<file path="src/rtl/uart_rx_deserializer.sv">
// 8N1 UART receiver: 2-flop synchronized RX, 16x oversampling, single-entry
// valid/ready byte output with one-cycle framing-error and overrun pulses.
module uart_rx_deserializer #(
  parameter int CLK_FREQ_HZ = 80000000,
  parameter int BAUD_RATE   = 115200
) (
  input  logic       i_clk,
  input  logic       i_rst_n,
  input  logic       i_uart_rx,
  output logic [7:0] o_data,
  output logic       o_valid,
  input  logic       i_ready,
  output logic       o_frame_err,
  output logic       o_overrun
);

  localparam int DIVISOR = (CLK_FREQ_HZ + 8 * BAUD_RATE) / (16 * BAUD_RATE);
  localparam int PW      = (DIVISOR > 1) ? $clog2(DIVISOR) : 1;
  localparam logic [PW-1:0] PRESC_MAX = PW'(DIVISOR - 1);

  if (DIVISOR < 1) begin : g_divisor_check
    $error("uart_rx_deserializer: DIVISOR must be at least 1");
  end

  localparam logic [2:0] S_IDLE  = 3'd0;
  localparam logic [2:0] S_START = 3'd1;
  localparam logic [2:0] S_DATA  = 3'd2;
  localparam logic [2:0] S_STOP  = 3'd3;
  localparam logic [2:0] S_BREAK = 3'd4;

  logic          rx_meta_q, rx_s_q;
  logic [2:0]    state_q, state_d;
  logic [PW-1:0] presc_q, presc_d;
  logic [3:0]    os_q, os_d;
  logic [2:0]    bit_q, bit_d;
  logic [7:0]    shift_q, shift_d;
  logic [7:0]    data_q, data_d;
  logic          valid_q, valid_d;
  logic          ferr_q, ferr_d;
  logic          ovr_q, ovr_d;
  logic          tick;
  logic          complete;

  assign tick = (presc_q == PRESC_MAX);

  always_comb begin
    state_d  = state_q;
    presc_d  = tick ? '0 : presc_q + PW'(1);
    os_d     = tick ? os_q + 4'd1 : os_q;
    bit_d    = bit_q;
    shift_d  = shift_q;
    data_d   = data_q;
    valid_d  = valid_q;
    ferr_d   = 1'b0;
    ovr_d    = 1'b0;
    complete = 1'b0;

    case (state_q)
      S_IDLE: begin
        presc_d = '0;
        os_d    = 4'd0;
        bit_d   = 3'd0;
        if (!rx_s_q) state_d = S_START;
      end
      S_START: begin
        // Mid-start-bit check; a high level here means the edge was a glitch.
        if (tick && os_q == 4'd7) begin
          if (!rx_s_q) begin
            state_d = S_DATA;
            os_d    = 4'd0;
          end else begin
            state_d = S_IDLE;
          end
        end
      end
      S_DATA: begin
        if (tick && os_q == 4'd15) begin
          shift_d = {rx_s_q, shift_q[7:1]};
          bit_d   = bit_q + 3'd1;
          if (bit_q == 3'd7) state_d = S_STOP;
        end
      end
      S_STOP: begin
        if (tick && os_q == 4'd15) begin
          if (rx_s_q) begin
            complete = 1'b1;
            state_d  = S_IDLE;
          end else begin
            ferr_d  = 1'b1;
            state_d = S_BREAK;
          end
        end
      end
      S_BREAK: begin
        presc_d = '0;
        os_d    = 4'd0;
        if (rx_s_q) state_d = S_IDLE;
      end
      default: state_d = S_IDLE;
    endcase

    if (valid_q && i_ready) valid_d = 1'b0;
    // A byte landing in the same cycle as a drain replaces the old one.
    if (complete) begin
      if (!valid_q || i_ready) begin
        data_d  = shift_q;
        valid_d = 1'b1;
      end else begin
        ovr_d = 1'b1;
      end
    end
  end

  always_ff @(posedge i_clk or negedge i_rst_n) begin
    if (!i_rst_n) begin
      rx_meta_q <= 1'b1;
      rx_s_q    <= 1'b1;
      state_q   <= S_IDLE;
      presc_q   <= '0;
      os_q      <= 4'd0;
      bit_q     <= 3'd0;
      shift_q   <= 8'd0;
      data_q    <= 8'd0;
      valid_q   <= 1'b0;
      ferr_q    <= 1'b0;
      ovr_q     <= 1'b0;
    end else begin
      rx_meta_q <= i_uart_rx;
      rx_s_q    <= rx_meta_q;
      state_q   <= state_d;
      presc_q   <= presc_d;
      os_q      <= os_d;
      bit_q     <= bit_d;
      shift_q   <= shift_d;
      data_q    <= data_d;
      valid_q   <= valid_d;
      ferr_q    <= ferr_d;
      ovr_q     <= ovr_d;
    end
  end

  assign o_data      = data_q;
  assign o_valid     = valid_q;
  assign o_frame_err = ferr_q;
  assign o_overrun   = ovr_q;

endmodule

</file>
<file path="config.mk">
export PLATFORM = sky130hd
export DESIGN_NAME = uart_rx_deserializer
export DESIGN_NICKNAME = d
export VERILOG_FILES = /design/src/rtl/uart_rx_deserializer.sv
export SDC_FILE = /design/constraint.sdc
export NUM_CORES = 1
export LEC_CHECK = 0
export CAP_MARGIN = 20
export CORE_ASPECT_RATIO = 1.5
export CORE_MARGIN = 2
export CORE_UTILIZATION = 40
export DETAILED_ROUTE_END_ITERATION = 10
export GPL_TIMING_DRIVEN = 0
export PLACE_DENSITY = 0.56
export RECOVER_POWER = 25
export SLEW_MARGIN = 5
export SYNTH_ARGS = -nofsm -noshare
export SYNTH_HDL_FRONTEND = slang
export SYNTH_SLANG_ARGS = --single-unit
</file>
<file path="constraint.sdc">
create_clock -name i_clk -period 2.7 [get_ports i_clk]
set_clock_uncertainty 0.2 [all_clocks]
set_input_delay 0.54 -clock i_clk [delete_from_list [all_inputs] [get_ports i_clk]]
set_output_delay 0.54 -clock i_clk [all_outputs]
set_load 0.02 [all_outputs]
</file>
* After elaboration in Yosys (flattened, before gate mapping) *
Cells that the tools add are included.

operators by class
  reductions and logical operators = 12
  add/sub/neg operators = 3
  equality and inequality tests = 14
  multiplexer cells = 28

operator list
  kind                 count
  $mux 3               8
  $pmux 3 s5           1
  $mux 4               3
  $mux 6               2
  $ne 2x2->1 const B   6
  $mux 1               11
  $pmux 4 s2           1
  $add 6x1->6 const B  1
  $eq 3x2->1 const B   2
  $eq 3x3->1 const B   2
  $eq 6x6->1 const B   1
  $pmux 3 s2           1
  $reduce_and 2->1     3
  $reduce_and 6->1     1
  $add 4x1->4 const B  1
  $eq 4x3->1 const B   1
  $eq 4x4->1 const B   1
  $add 3x1->3 const B  1
  $eq 3x1->1 const B   1
  $logic_and 1x1->1    3
  $logic_not 3->1      1
  $mux 2               1
  $reduce_bool 2->1    1
  $reduce_or 2->1      1
  other kinds (2)      2

storage, ports and cells
  bits of input ports = 4
  output and inout port bits = 11
  register bits = 37

* Longest topological paths before layout *
  depth in word-level cells = 5
  depth in mapped cells = 7

* Worst setup path before layout *
OpenSTA, ideal clock, no wires.

  path type = register -> register
  start point = reg presc_q[0]
  end point = reg data_q[0] (netlist: o_data[0])
  arrival = 1591 ps
  data required time = 2375 ps
  setup slack = 784 ps
  path buffers = 0
  stages on the path, launching flop included = 7
  period minus slack after synthesis = 1916 ps
  path through = dfrtp_1 inv_1 ha_1 and4_4 nand4_1 nor2_4 mux2_2

on the way
  longest elaborated chain between the ends = 5

ends and longest elaborated chain
  element                     RTL line  RTL
  start, declared             33        logic [PW-1:0] presc_q, presc_d;
  start signal, assigned      131       presc_q <= presc_d;
  $eq 6x6->1                  44        assign tick = (presc_q == PRESC_MAX);
  $logic_and 1x1->1           84        if (tick && os_q == 4'd15) begin
  $mux 1                      84
  $mux 1                      58        case (state_q)
  $reduce_and 2->1 (no line)  n/a
  end signal, assigned        135       data_q <= data_d;
  end, declared               37        logic [7:0] data_q, data_d;

Every way passes these cells.
A chain may end at the register's enable or synchronous reset.

* Final worst setup path *
  start point = reg presc_q[0]
  end point = reg data_q[3] (netlist: o_data[3])

Same word-level chain as after synthesis.

==> results.sh <==
export IMPL_met2_wirelength_microns=1580
export IMPL_ys_ff_latch=37
export IMPL_wl_met3_microns=93
export IMPL_synth_distinct_cells=33
export IMPL_ctsResizeCount=0
export IMPL_critPathCaptureType="register"
export IMPL_firstDrtPassIters=4
export IMPL_ys_seq_area_share_pct=55.5
export IMPL_clkPwrFrac_pct=46.5
export IMPL_synth_top_area_cell="dfrtp_1"
export IMPL_cap_violations=0
export IMPL_clock_latency_ps=290
export IMPL_die_w_microns=56.8
export IMPL_gr_total_overflow=0
export IMPL_power_density_nw_per_um2=541
export IMPL_final_util_pct=49.7
export IMPL_drt_wl_total_microns=2940
export IMPL_p_leak_nw=0.958
export IMPL_p_comb_share_pct=1.5
export IMPL_slew_viol_final=0
export IMPL_routed_via_density=5.33
export IMPL_cts_made_buffers=5
export IMPL_worstPathCellList="inv_1 > ha_1 > and4_4 > nand4_1 > nor2_4 > mux2_2"
export IMPL_clk_pin_slew_ps=70
export IMPL_period_share_pct=79.2
export IMPL_worst_hold_slack_ps=137
export IMPL_critical_path_class="reg2reg"
export IMPL_status="finished clean"
export IMPL_final_cells=202
export IMPL_worstPathMaxFanout=8
export IMPL_setup_slack_ps=563
export IMPL_ios=15
export IMPL_crit_path_top_delay_cell="dfrtp_1"
export IMPL_synth_area_leaders="dfrtp_1 52%, mux2_2 10%, ha_1 4.5%"
export IMPL_start_util_pct=41.9
export IMPL_root_buffer="clkbuf_8"
export IMPL_place_gp_congestion=0.800
export IMPL_hpwl_microns=2110
export IMPL_syn_inst=135
export IMPL_pwr_share_seq_pct=52.0
export IMPL_required_ps=2670
export IMPL_r2r_cells=6
export IMPL_final_layout_size_suffix_gt1_share_pct=22.9
export IMPL_top_layer="met4"
export IMPL_nNetsFinal=166
export IMPL_coreArea_sq_um=3990
export IMPL_hold_class="in2async"
export IMPL_num_rows=28
export IMPL_grt_usage_pct=13.8
export IMPL_n_antenna_cell=0
export IMPL_rsz0062_at_grt="no"
export IMPL_worst_pin_slew_ps=810
export IMPL_slew_headroom_pct=46.0
export IMPL_dpl_cell_count=194
export IMPL_final_hold_violation_count=0
export IMPL_timing_reg2reg_setup_slack_ps=560
export IMPL_cts_buffer_depth=2
export IMPL_portBuffers=14
export IMPL_first_iter_violations=25
export IMPL_intPower_w=0.000860
export IMPL_worst_ep_arrival_time_ps=2110
export IMPL_area_growth_pct=18.6
export IMPL_die_area_sq_um=4720
export IMPL_max_stage_delay_ps=410
export IMPL_grt_pass1_vias=1144
export IMPL_setup_violations=0
export IMPL_hold_buffers=0
export IMPL_timing_rr_start="presc_q[0]"
export IMPL_ys_warnings_count=0
export IMPL_wl_per_cell_microns=14.5
export IMPL_die_h_microns=83.2
export IMPL_startpoint_type="register"
export IMPL_antenna_left=0
export IMPL_netlist_area_sq_um=1670
export IMPL_cts_setup_buffers=0
export IMPL_syn_nets=145
export IMPL_place_ws_ps=541
export IMPL_grt_pass1_wl_microns=5040
export IMPL_cts_htree_levels=2
export IMPL_clock_fmax_mhz=468
export IMPL_drt_met1_wl_microns=1220
export IMPL_worst_ir_drop_vdd_uv=362
export IMPL_antenna_found_initial=0
export IMPL_grt_max_degree=38
export IMPL_finalCriticalPeriod_ps=2140
export IMPL_reg2reg_to="o_data[3]"
export IMPL_cts_tree="yes"
export IMPL_synth_top_cell_area_share_pct=52.4
export IMPL_drc_errors=0
export IMPL_switchingPower_w=0.000213
export IMPL_power_share_switching_pct=19.8
export IMPL_via_count=1077
export IMPL_cts_sinks=37
export IMPL_syn_avg_cell_area_sq_um=12.4
export IMPL_setup_tns_ps=0
stage by stage:
stage,cell area (sq um),power [W]
detailed placement,1860,0.000587
global route,1980,0.00111
CTS,1980,0.00109
global placement,1870,0.000586
finish,1980,0.00107
floorplan,1670,0.000571
registers in the layout, indices dropped and copies added (netlist names):
name,flops
o_overrun,1
shift_q,8
bit_q,3
state_q,3
presc_q,6
rx_s_q,1
o_valid,1
o_frame_err,1
os_q,4
rx_meta_q,1
o_data,8
power groups by stage:
stage	combinational (W)	clock (W)	sequential, W
finish	0.0000159	0.000499	0.000558
global route	0.0000189	0.000535	0.000558
CTS	0.0000175	0.000517	0.000558
detailed placement	0.0000175	0	0.000569
global placement	0.0000173	0	0.000569
floorplan	0.00000221	0	0.000569
cells by family (layout without fill, tap and decap cells):
kind of cell               count (synthesis)  after routing  share of synthesized area, %
DFF                                       37             37                          55.5
muxes                                     18             18                          12.2
AOI/OAI and AO/OA                         10             10                          4.64
xor gates and xnor gates                   7              7                          3.67
adders and majority gates                  6              6                          4.49
buffers and inverters                      8             30                          2.40
and+or+nand+nor                           49             49                          17.1
worst max-delay path: cells and delay by family (launching register included):
family / cells / cell delay, ps
adder cells (fa/ha/maj): 1 / 190
buffers and inverters: 1 / 70
flip-flops: 1 / 410
multiplexers: 1 / 370
AND/OR/NAND/NOR: 3 / 780
area by class of cell:
type / instances / area [sq um]
timing repair buffer: 14 / 135
fill: 366 / 2010
buffer: 5 / 28.8
clock buffer: 6 / 82.6
multi-input combinational: 90 / 703
clock inverter: 2 / 37.5
inverter: 3 / 11.3
tap: 45 / 56.3
sequential: 37 / 928
cell usage in the layout, fill, tap and decap left out, types with 4 or more instances in the layout:
cell type and instances:
dfrtp_1 35, nor2_1 17, mux2_2 15, clkdlybuf4s50_1 12
ha_1 6, clkbuf_8 6, and3_1 5, nand3_1 4
xor2_1 4, nand4_1 4, nand2_1 4
Yosys cell counts:
master / count
or2_2: 1
nand4_4: 1
a311o_1: 3
dfrtp_1: 35
and2_1: 1
nor2_4: 1
mux2_4: 1
xor2_1: 4
and3b_1: 1
buf_6: 1
dfstp_2: 2
nand2b_1: 2
mux2i_1: 2
nand3_1: 4
nand2_1: 4
ha_1: 6
and3_1: 5
clkbuf_1: 2
a21oi_1: 2
nor3b_4: 1
mux2_2: 15
a31oi_1: 1
nor2b_1: 3
a311oi_1: 2
buf_2: 2
nor2_1: 17
a31o_2: 1
inv_1: 3
o21ai_0: 1
xnor2_1: 3
nand4_1: 4
and4_4: 1
nor3_1: 3
worst max path at each step:
stage                     startpoint         to  slack, ps  cells after the start
after CTS                 presc_q[0]  o_data[5]        560                      6
after global routing      presc_q[0]  o_data[4]        440                      6
final                     presc_q[0]  o_data[3]        560                      6
after detailed placement     i_ready  o_data[5]        540                      5
after floorplan           presc_q[0]  o_data[0]        780                      6
after global placement       i_rst_n  o_data[6]         70                      1
per-layer routing:
layer	global-route usage (%)	up-vias
met1	15.5	543
li1	-	511
met4	7.40	0
met5	0	-
met3	4.36	6
met2	22.7	17
No activity file was read; power rests on OpenSTA's default activity.
